## src/rtl/mealy_pkg.sv

```systemverilog
// Shared types and constants for the Mealy-machine input tracker.
// Holds the state encoding, the forward code table constants and the error counter width.
package mealy_pkg;

  typedef enum logic [1:0] {
    ST_A = 2'b00,
    ST_B = 2'b01,
    ST_C = 2'b10,
    ST_D = 2'b11
  } state_t;

  localparam logic [2:0] CODE_A0 = 3'b111;
  localparam logic [2:0] CODE_A1 = 3'b101;
  localparam logic [2:0] CODE_B0 = 3'b001;
  localparam logic [2:0] CODE_B1 = 3'b011;
  localparam logic [2:0] CODE_C0 = 3'b000;
  localparam logic [2:0] CODE_C1 = 3'b100;
  localparam logic [2:0] CODE_D  = 3'b110;

  localparam int ERR_CNT_W = 8;

  // Remote machine transition: D always returns to A regardless of input.
  function automatic state_t next_state(input state_t s, input logic in_bit);
    state_t ns;
    ns = ST_A;
    case (s)
      ST_A: ns = in_bit ? ST_B : ST_A;
      ST_B: ns = in_bit ? ST_B : ST_C;
      ST_C: ns = in_bit ? ST_D : ST_A;
      default: ns = ST_A;
    endcase
    return ns;
  endfunction

endpackage

```

## src/rtl/mealy_tracker_if.sv

```systemverilog
// Code-observation bus: observed codes in, recovered inputs / tracked state / errors out.
// No backpressure; the tracker accepts a code every cycle.
interface mealy_tracker_if;
  import mealy_pkg::*;

  logic                 code_valid;
  logic [2:0]           code;
  logic                 in_valid;
  logic                 in_bit;
  logic                 in_amb;
  logic [1:0]           state;
  logic                 err;
  logic [ERR_CNT_W-1:0] err_cnt;

  modport master (
    output code_valid, code,
    input  in_valid, in_bit, in_amb, state, err, err_cnt
  );

  modport slave (
    input  code_valid, code,
    output in_valid, in_bit, in_amb, state, err, err_cnt
  );

endinterface

```

## src/rtl/mealy_out_lut.sv

```systemverilog
// Forward output table of the remote machine: (state, input) -> 3-bit code.
// Purely combinational, zero latency, no backpressure.
module mealy_out_lut
  import mealy_pkg::*;
(
  input  state_t     st,
  input  logic       in_bit,
  output logic [2:0] code
);

  always_comb begin
    code = CODE_D;
    case (st)
      ST_A: code = in_bit ? CODE_A1 : CODE_A0;
      ST_B: code = in_bit ? CODE_B1 : CODE_B0;
      ST_C: code = in_bit ? CODE_C1 : CODE_C0;
      default: code = CODE_D;
    endcase
  end

endmodule

```

## src/rtl/mealy_tracker.sv

```systemverilog
// Tracks a remote Mealy machine from its observed output codes and recovers its input bits.
// All outputs registered, one cycle after the code; accepts a code every cycle, no backpressure.
module mealy_tracker
  import mealy_pkg::*;
(
  input  logic            clk,
  input  logic            reset,
  mealy_tracker_if.slave  bus
);

  logic [2:0] cand0;
  logic [2:0] cand1;
  logic       match0;
  logic       match1;

  state_t               state_q, state_d;
  logic                 in_valid_q, in_valid_d;
  logic                 in_bit_q, in_bit_d;
  logic                 in_amb_q, in_amb_d;
  logic                 err_q, err_d;
  logic [ERR_CNT_W-1:0] err_cnt_q, err_cnt_d;

  mealy_out_lut u_lut0 (
    .st     (state_q),
    .in_bit (1'b0),
    .code   (cand0)
  );

  mealy_out_lut u_lut1 (
    .st     (state_q),
    .in_bit (1'b1),
    .code   (cand1)
  );

  assign match0 = (bus.code == cand0);
  assign match1 = (bus.code == cand1);

  always_comb begin
    state_d    = state_q;
    in_valid_d = 1'b0;
    in_bit_d   = 1'b0;
    in_amb_d   = 1'b0;
    err_d      = 1'b0;
    err_cnt_d  = err_cnt_q;
    if (bus.code_valid) begin
      if (match0 && match1) begin
        // Both inputs produce the same code: report 0 but flag it.
        in_valid_d = 1'b1;
        in_amb_d   = 1'b1;
        state_d    = next_state(state_q, 1'b0);
      end else if (match0) begin
        in_valid_d = 1'b1;
        state_d    = next_state(state_q, 1'b0);
      end else if (match1) begin
        in_valid_d = 1'b1;
        in_bit_d   = 1'b1;
        state_d    = next_state(state_q, 1'b1);
      end else begin
        err_d   = 1'b1;
        state_d = ST_A;
        if (err_cnt_q != {ERR_CNT_W{1'b1}}) begin
          err_cnt_d = err_cnt_q + 1'b1;
        end
      end
    end
  end

  always_ff @(posedge clk) begin
    if (reset) begin
      state_q    <= ST_A;
      in_valid_q <= 1'b0;
      in_bit_q   <= 1'b0;
      in_amb_q   <= 1'b0;
      err_q      <= 1'b0;
      err_cnt_q  <= '0;
    end else begin
      state_q    <= state_d;
      in_valid_q <= in_valid_d;
      in_bit_q   <= in_bit_d;
      in_amb_q   <= in_amb_d;
      err_q      <= err_d;
      err_cnt_q  <= err_cnt_d;
    end
  end

  assign bus.in_valid = in_valid_q;
  assign bus.in_bit   = in_bit_q;
  assign bus.in_amb   = in_amb_q;
  assign bus.state    = state_q;
  assign bus.err      = err_q;
  assign bus.err_cnt  = err_cnt_q;

endmodule

```

## src/flat_wrapper.sv

```systemverilog
// flat-port wrapper written by rule: the top's interface ports become plain ports
module mealy_tracker_flat import mealy_pkg::*;
  (clk, reset, bus_code_valid, bus_code, bus_in_valid, bus_in_bit, bus_in_amb, bus_state, bus_err, bus_err_cnt);
  mealy_tracker_if bus_i ();
  input  logic clk;
  input  logic reset;
  input wire logic [$bits(bus_i.code_valid)-1:0] bus_code_valid;
  input wire logic [$bits(bus_i.code)-1:0] bus_code;
  output wire logic [$bits(bus_i.in_valid)-1:0] bus_in_valid;
  output wire logic [$bits(bus_i.in_bit)-1:0] bus_in_bit;
  output wire logic [$bits(bus_i.in_amb)-1:0] bus_in_amb;
  output wire logic [$bits(bus_i.state)-1:0] bus_state;
  output wire logic [$bits(bus_i.err)-1:0] bus_err;
  output wire logic [$bits(bus_i.err_cnt)-1:0] bus_err_cnt;
  assign bus_i.code_valid = bus_code_valid;
  assign bus_i.code = bus_code;
  assign bus_in_valid = bus_i.in_valid;
  assign bus_in_bit = bus_i.in_bit;
  assign bus_in_amb = bus_i.in_amb;
  assign bus_state = bus_i.state;
  assign bus_err = bus_i.err;
  assign bus_err_cnt = bus_i.err_cnt;
  mealy_tracker u_core (.clk(clk), .reset(reset), .bus(bus_i));
endmodule
```

## config.mk

```make
export PLATFORM = sky130hd
export DESIGN_NAME = mealy_tracker_flat
export DESIGN_NICKNAME = d
export VERILOG_FILES = /design/src/rtl/mealy_pkg.sv /design/src/rtl/mealy_tracker_if.sv /design/src/rtl/mealy_out_lut.sv /design/src/rtl/mealy_tracker.sv /design/src/flat_wrapper.sv
export SDC_FILE = /design/constraint.sdc
export NUM_CORES = 1
export LEC_CHECK = 0
export BUFFER_PORTS_ARGS = -buffer_cell sky130_fd_sc_hd__buf_2
export CAP_MARGIN = 30
export CORE_AREA = 5 5 48 50
export CTS_CLUSTER_DIAMETER = 50
export CTS_CLUSTER_SIZE = 12
export DETAILED_ROUTE_END_ITERATION = 8
export DIE_AREA = 0 0 53 55
export PLACE_DENSITY = 0.79
export SLEW_MARGIN = 20
export SYNTH_ARGS = -nofsm -noshare
export SYNTH_HDL_FRONTEND = slang
export SYNTH_SLANG_ARGS = --single-unit
```

## constraint.sdc

```tcl
create_clock -name clk -period 2 [get_ports clk]
set_clock_uncertainty 0.1 [all_clocks]
set_input_delay 0.4 -clock clk [delete_from_list [all_inputs] [get_ports clk]]
set_output_delay 0.4 -clock clk [all_outputs]
set_load 0.005 [all_outputs]
```

Yosys cells after proc, flatten, opt, wreduce, memory -nomap -nowiden
Index checks and enable logic that the tools add are counted.
{"block": "classes", "n_addsub": 1, "eq_ne": 5, "muxes": 12, "bitwise": 4, "n_reduce_logical": 6}
{"operator": "$pmux W3 S3", "count": 2}
{"operator": "$add A8 B1 Y8 const B", "count": 1}
{"operator": "$mux W2", "count": 4}
{"operator": "$ne A8 B8 Y1 const B", "count": 1}
{"operator": "$eq A3 B3 Y1", "count": 2}
{"operator": "$mux W1", "count": 5}
{"operator": "$reduce_and A5 Y1", "count": 1}
{"operator": "$not A1 Y1", "count": 4}
{"operator": "$pmux W2 S2", "count": 1}
{"operator": "$reduce_or A2 Y1", "count": 2}
{"operator": "$reduce_or A4 Y1", "count": 1}
{"operator": "$eq A2 B1 Y1 const B", "count": 1}
{"operator": "$eq A2 B2 Y1 const B", "count": 1}
{"operator": "$logic_not A2 Y1", "count": 1}
{"operator": "$logic_and A1 B1 Y1", "count": 1}
{"block": "totals", "ff_bits": 14, "in_bits": 6, "out_inout_bits": 14, "elab_cells": 34}

Depth between registers and ports, before layout
{"block": "depth", "depth_word": 6, "mapped_depth": 8}

Cells and area by module
Synthesis repeated with hierarchy kept, for this count alone.
{"block": "hier_totals", "hier_cells": 90, "area_unflattened_um2": 864.6}
{"mod": "mealy_tracker", "instances": 1, "cells_per_inst": 80, "area_each_um2": 807.0, "seq_area_each_um2": 280.3}
{"mod": "mealy_out_lut", "instances": 2, "cells_per_inst": 5, "area_each_um2": 28.8, "seq_area_each_um2": 0.0}

Worst setup path after synthesis
Ideal clock, no wire load.
{"block": "synth_path", "path_kind": "flip-flop to flip-flop", "startpoint": "register u_core.state_q[0], in the netlist u_core.bus.state[0]", "endpoint": "register u_core.err_cnt_q[5], in the netlist u_core.bus.err_cnt[5]", "t_arrival_ps": 1965, "required_time_ps": 1779, "slack_ps": -186, "stages_incl_launch_ff": 9, "path_cell_list": "dfxtp_1 inv_1 ha_1 and3b_2 o22ai_4 o21ai_2 buf_6 nor4_1 mux2_2"}
{"block": "synth_via", "elab_chain_len": 6, "word_cells_on_any_way": 12, "classes_between": "eq/ne (4); mux (2); bitwise (3); reduce/logical (3)"}
{"item": "start, declared", "line_no": "mealy_tracker.sv:16", "rtl": "state_t state_q, state_d;"}
{"item": "start signal, assigned", "line_no": "mealy_tracker.sv:77", "rtl": "state_q <= state_d;"}
{"item": "$eq A2 B2 Y1, or another cell as far along", "line_no": "mealy_out_lut.sv:13", "rtl": "case (st)"}
{"item": "$pmux W3 S3", "line_no": "mealy_out_lut.sv:13"}
{"item": "$eq A3 B3 Y1, on equally long branches", "line_no": "mealy_tracker.sv:35, mealy_tracker.sv:36"}
{"item": "$logic_and A1 B1 Y1", "line_no": "mealy_tracker.sv:46", "rtl": "if (match0 && match1) begin"}
{"item": "$not A1 Y1 (no source line)"}
{"item": "$reduce_and A5 Y1 (no source line) *"}
{"item": "end signal, assigned", "line_no": "mealy_tracker.sv:82", "rtl": "err_cnt_q <= err_cnt_d;"}
{"item": "end, declared", "line_no": "mealy_tracker.sv:21", "rtl": "logic [ERR_CNT_W-1:0] err_cnt_q, err_cnt_d;"}
Mark *: on every way between the ends. The rest lies on a longest branch, timed or not.
A chain may end at the register's enable or synchronous reset.

Final worst setup path
{"block": "layout_path", "startpoint": "register u_core.state_q[0], in the netlist u_core.bus.state[0]", "endpoint": "register u_core.err_cnt_q[3], in the netlist u_core.bus.err_cnt[3]"}
Same word-level chain as after synthesis.

==> flow_summary.toml <==
[setup_path]
worst_path_dominant_cell_family = "simple AND/OR/NAND/NOR gates"
worst_setup_path_start_kind = "register"
worst_r2r_path_depth = 7
chain_of_cells_forming_the_critical_path = "inv_4 > ha_4 > and3b_2 > o22ai_4 > o21ai_4 > or4_4 > a21oi_2"
worstSetupPathType = "register to register"
cp_capture_type = "register"
required_ns = 2.12
worst-path-stages = 7
critical-path-max-stage-delay_ns = 0.50
worstReg2RegStart = "u_core.bus.state[0]"
reg2reg_to = "u_core.bus.err_cnt[3]"
arrival_ns = 2.09
setup.worst_path.end = "u_core.bus.err_cnt[3]"
cp_max_fo = 5
slowest_stage = "sky130_fd_sc_hd__or4_4"
setup.worst_path.start = "u_core.bus.state[0]"
timing.critical_path.buf_inv = 1
setup.reg_to_reg.worst_slack_ns = 0.02

[grt]
remaining_global_route_overflow = 0
global_route.usage.total_pct = 13.9
grt_pass1_vias = 733
antenna_found_initial = 0
grt_start_max_net_pins = 14
wire_length_of_the_first_global_routing_pass_mm = 3.03

[place]
port_buffers = 19
gp_routability_congestion = 0.800
post-place-cells = 139
hpwlAfterDp_mm = 1.33

[synth]
synth_seq_area_share_pct = 35.4
post_synthesis_compound_gate_area_fraction_pct = 19.9
combinational_family_with_the_most_area_after_synthesis = "simple AND/OR/NAND/NOR gates"
synth.lib_cells_used.distinct = 38
synth_simple_gate_area_share_pct = 25.9
syn_avg_cell_area_sq_um = 8.80
ys_ff_latch = 14
adder_and_majority_gate_portion_of_the_synthesized_area_pct = 7.90
post_synth_mux_area_share_pct = 2.84
synth_fp_nets = 101
yosys_warnings = 0
synthXorXnorAreaFrac_pct = 2.21
netlist_instances = 90
synthesis.area_sq_um = 792

[pwr]
p_per_area_nw_per_um2 = 571
total_leakage_power_nw = 0.446
report.power.total_w = 0.000619
vdd.ir_drop.worst_uv = 362

[timing]
rsz0062_at_grt = "true"
finalMaxSlewViolations = 0
finalCriticalPeriod_ns = 1.98
fmax_mhz = 505
final_min_period_over_clock_period_pct = 98.9
worst-slew-pin-transition_ns = 0.528
max_slew_margin_pct = 64.7
hold_viol = 0
report.final.setup_viol = 0
setup_tns_final_ns = 0

[hold_path]
hold_path_depth = 2
worst_hold_path_type = "input port to register"

[finish]
layout-area-overhead-vs-synth_pct = 37.0
post-route-util_pct = 58.3
post_route_cells_drive_above_1_share_pct = 45.8
post_layout_nonfiller_instances = 147
num_antenna_cells = 0
layout.filler_cells = 172
num-nets-final = 132
leading_cell_type_in_the_layout_fill_and_taps_excluded = "sky130_fd_sc_hd__buf_2"
layout.cells.most_common_list = "19 x sky130_fd_sc_hd__buf_2, 12 x sky130_fd_sc_hd__dfxtp_1, 9 x sky130_fd_sc_hd__buf_4"

[run_status]
outcome = "complete, no violations"

[clock_tree]
cts_made_buffers = 3
tritoncts = "built"
cts-root-to-sink-buffers = 2
clkLatencyLatePin_ns = 0.27
clock-sinks = 14
postCtsHoldBufs = 0
cts.reportedPaths.clkPinSlew_ns = 0.08
clock_tree_root = "sky130_fd_sc_hd__clkbuf_4"
htree_num_levels = 1

[routing]
viasPerCell = 5.23
post-route-drc-count = 0
postRouteWirelength_mm = 1.91
postRouteAntennaNets = 0
drt-wirelength-per-cell_microns = 13.0
num_vias = 769
detailedRoute.firstPassIterationCount = 4
initialDrtViolationCount = 8

[floorplan]
die_width_microns = 53
floorplan.die.height_microns = 55
rows = 16
io_pins = 20
placeableCoreArea_sq_um = 1860
floorplan.initialDensity_pct = 42.5
fp.dieArea_sq_um = 2920

[job]
timing.max_cap.violations = 0
==> state kept, by name, indices dropped and copies added, names as in the netlist <==
signal,cells
u_core.bus.state,2
u_core.bus.in_amb,1
u_core.bus.in_valid,1
u_core.bus.err,1
u_core.bus.in_bit,1
u_core.bus.err_cnt,8
==> cell type report <==
class,count,area [sq um],share of cell area (%)
tap,27,33.8,3.11
clock buffer,4,36.3,3.34
multi-input combinational,68,534,49.3
timing repair buffer,29,174,16.0
inverter,5,21.3,1.96
sequential,14,285,26.3
==> metal layers <==
metal	wire length, microns	global-route usage (%)	vias to the layer above	share of wire [%]
met5	0	0	-	0
met2	969	23.1	13	51
met1	849	17.3	367	44
met4	8	6.38	0	0.42
li1	-	-	387	-
met3	86	2.68	2	4.5
==> worst min path at each step <==
| stage | start | to | slack [ns] |
|---|---|---|---|
| floorplan | u_core.bus.state[1] | u_core.bus.state[1] | 0.39 |
| global placement | u_core.bus.err_cnt[4] | u_core.bus.err_cnt[4] | 0.40 |
| detailed placement | u_core.bus.state[0] | u_core.bus.state[0] | 0.42 |
| CTS | reset | u_core.bus.err_cnt[2] | 0.34 |
| global route | reset | u_core.bus.err_cnt[3] | 0.36 |
| finish | reset | u_core.bus.err_cnt[3] | 0.35 |
==> logic make-up after synthesis <==
logic type	after synthesis
flops	14
compound gates	22
buf+inv	9
fa+ha+maj	5
xor+xnor	2
simple gates	36
mux	2
==> cells in the mapped netlist, drive strengths merged <==
cell type | number | area share, %
nand2b | 1 | 0.79
o21ai | 5 | 3.6
xnor2 | 1 | 1.1
nor2b | 3 | 2.4
dfxtp | 14 | 35
ha | 5 | 7.9
buf | 3 | 3.0
xor2 | 1 | 1.1
a21oi | 7 | 4.4
inv | 5 | 2.4
nand4b | 1 | 1.1
and3b | 2 | 2.4
nor4 | 2 | 1.6
nor2 | 7 | 3.3
nand3 | 5 | 3.2
and3 | 2 | 1.7
or4 | 3 | 2.8
clkbuf | 1 | 0.47
nand2 | 3 | 1.4
o31ai | 3 | 2.8
nor3b | 1 | 0.95
o2111ai | 1 | 1.1
or2 | 1 | 0.79
mux2 | 2 | 2.8
o22ai | 1 | 2.5
nand4 | 1 | 0.79
o21a | 2 | 1.9
a311oi | 1 | 1.1
or3 | 1 | 0.79
a31oi | 2 | 2.4
nor3 | 3 | 1.9
==> through the flow <==
stage	setup slack, ns	hold slack [ns]	area (sq um)
6_report	0.0216	0.352	1080
5_1_grt	-0.0387	0.356	1080
4_1_cts	0.000551	0.342	1040
3_5_place_dp	-0.0545	0.417	968
3_3_place_gp	0.0385	0.403	968
2_1_floorplan	0.0341	0.386	815
==> timing repair <==
| item | CTS | global route |
|---|---|---|
| endpoints found under the setup margin | 4 | 9 |
| pin swaps | 5 | 4 |
| gates resized for setup | 2 | 9 |
| cloned | 1 | 0 |
| setup buffers | 2 | 1 |
==> where the power goes <==
part,total [W],internal [W],leakage (nW),switching [W]
registers,0.000291,0.000286,0.115,0.00000465
clock network,0.000198,0.000111,0.0210,0.0000869
logic,0.000131,0.0000604,0.311,0.0000702
total,0.000619,0.000457,0.446,0.000162
(Power assumes the default switching activity.)
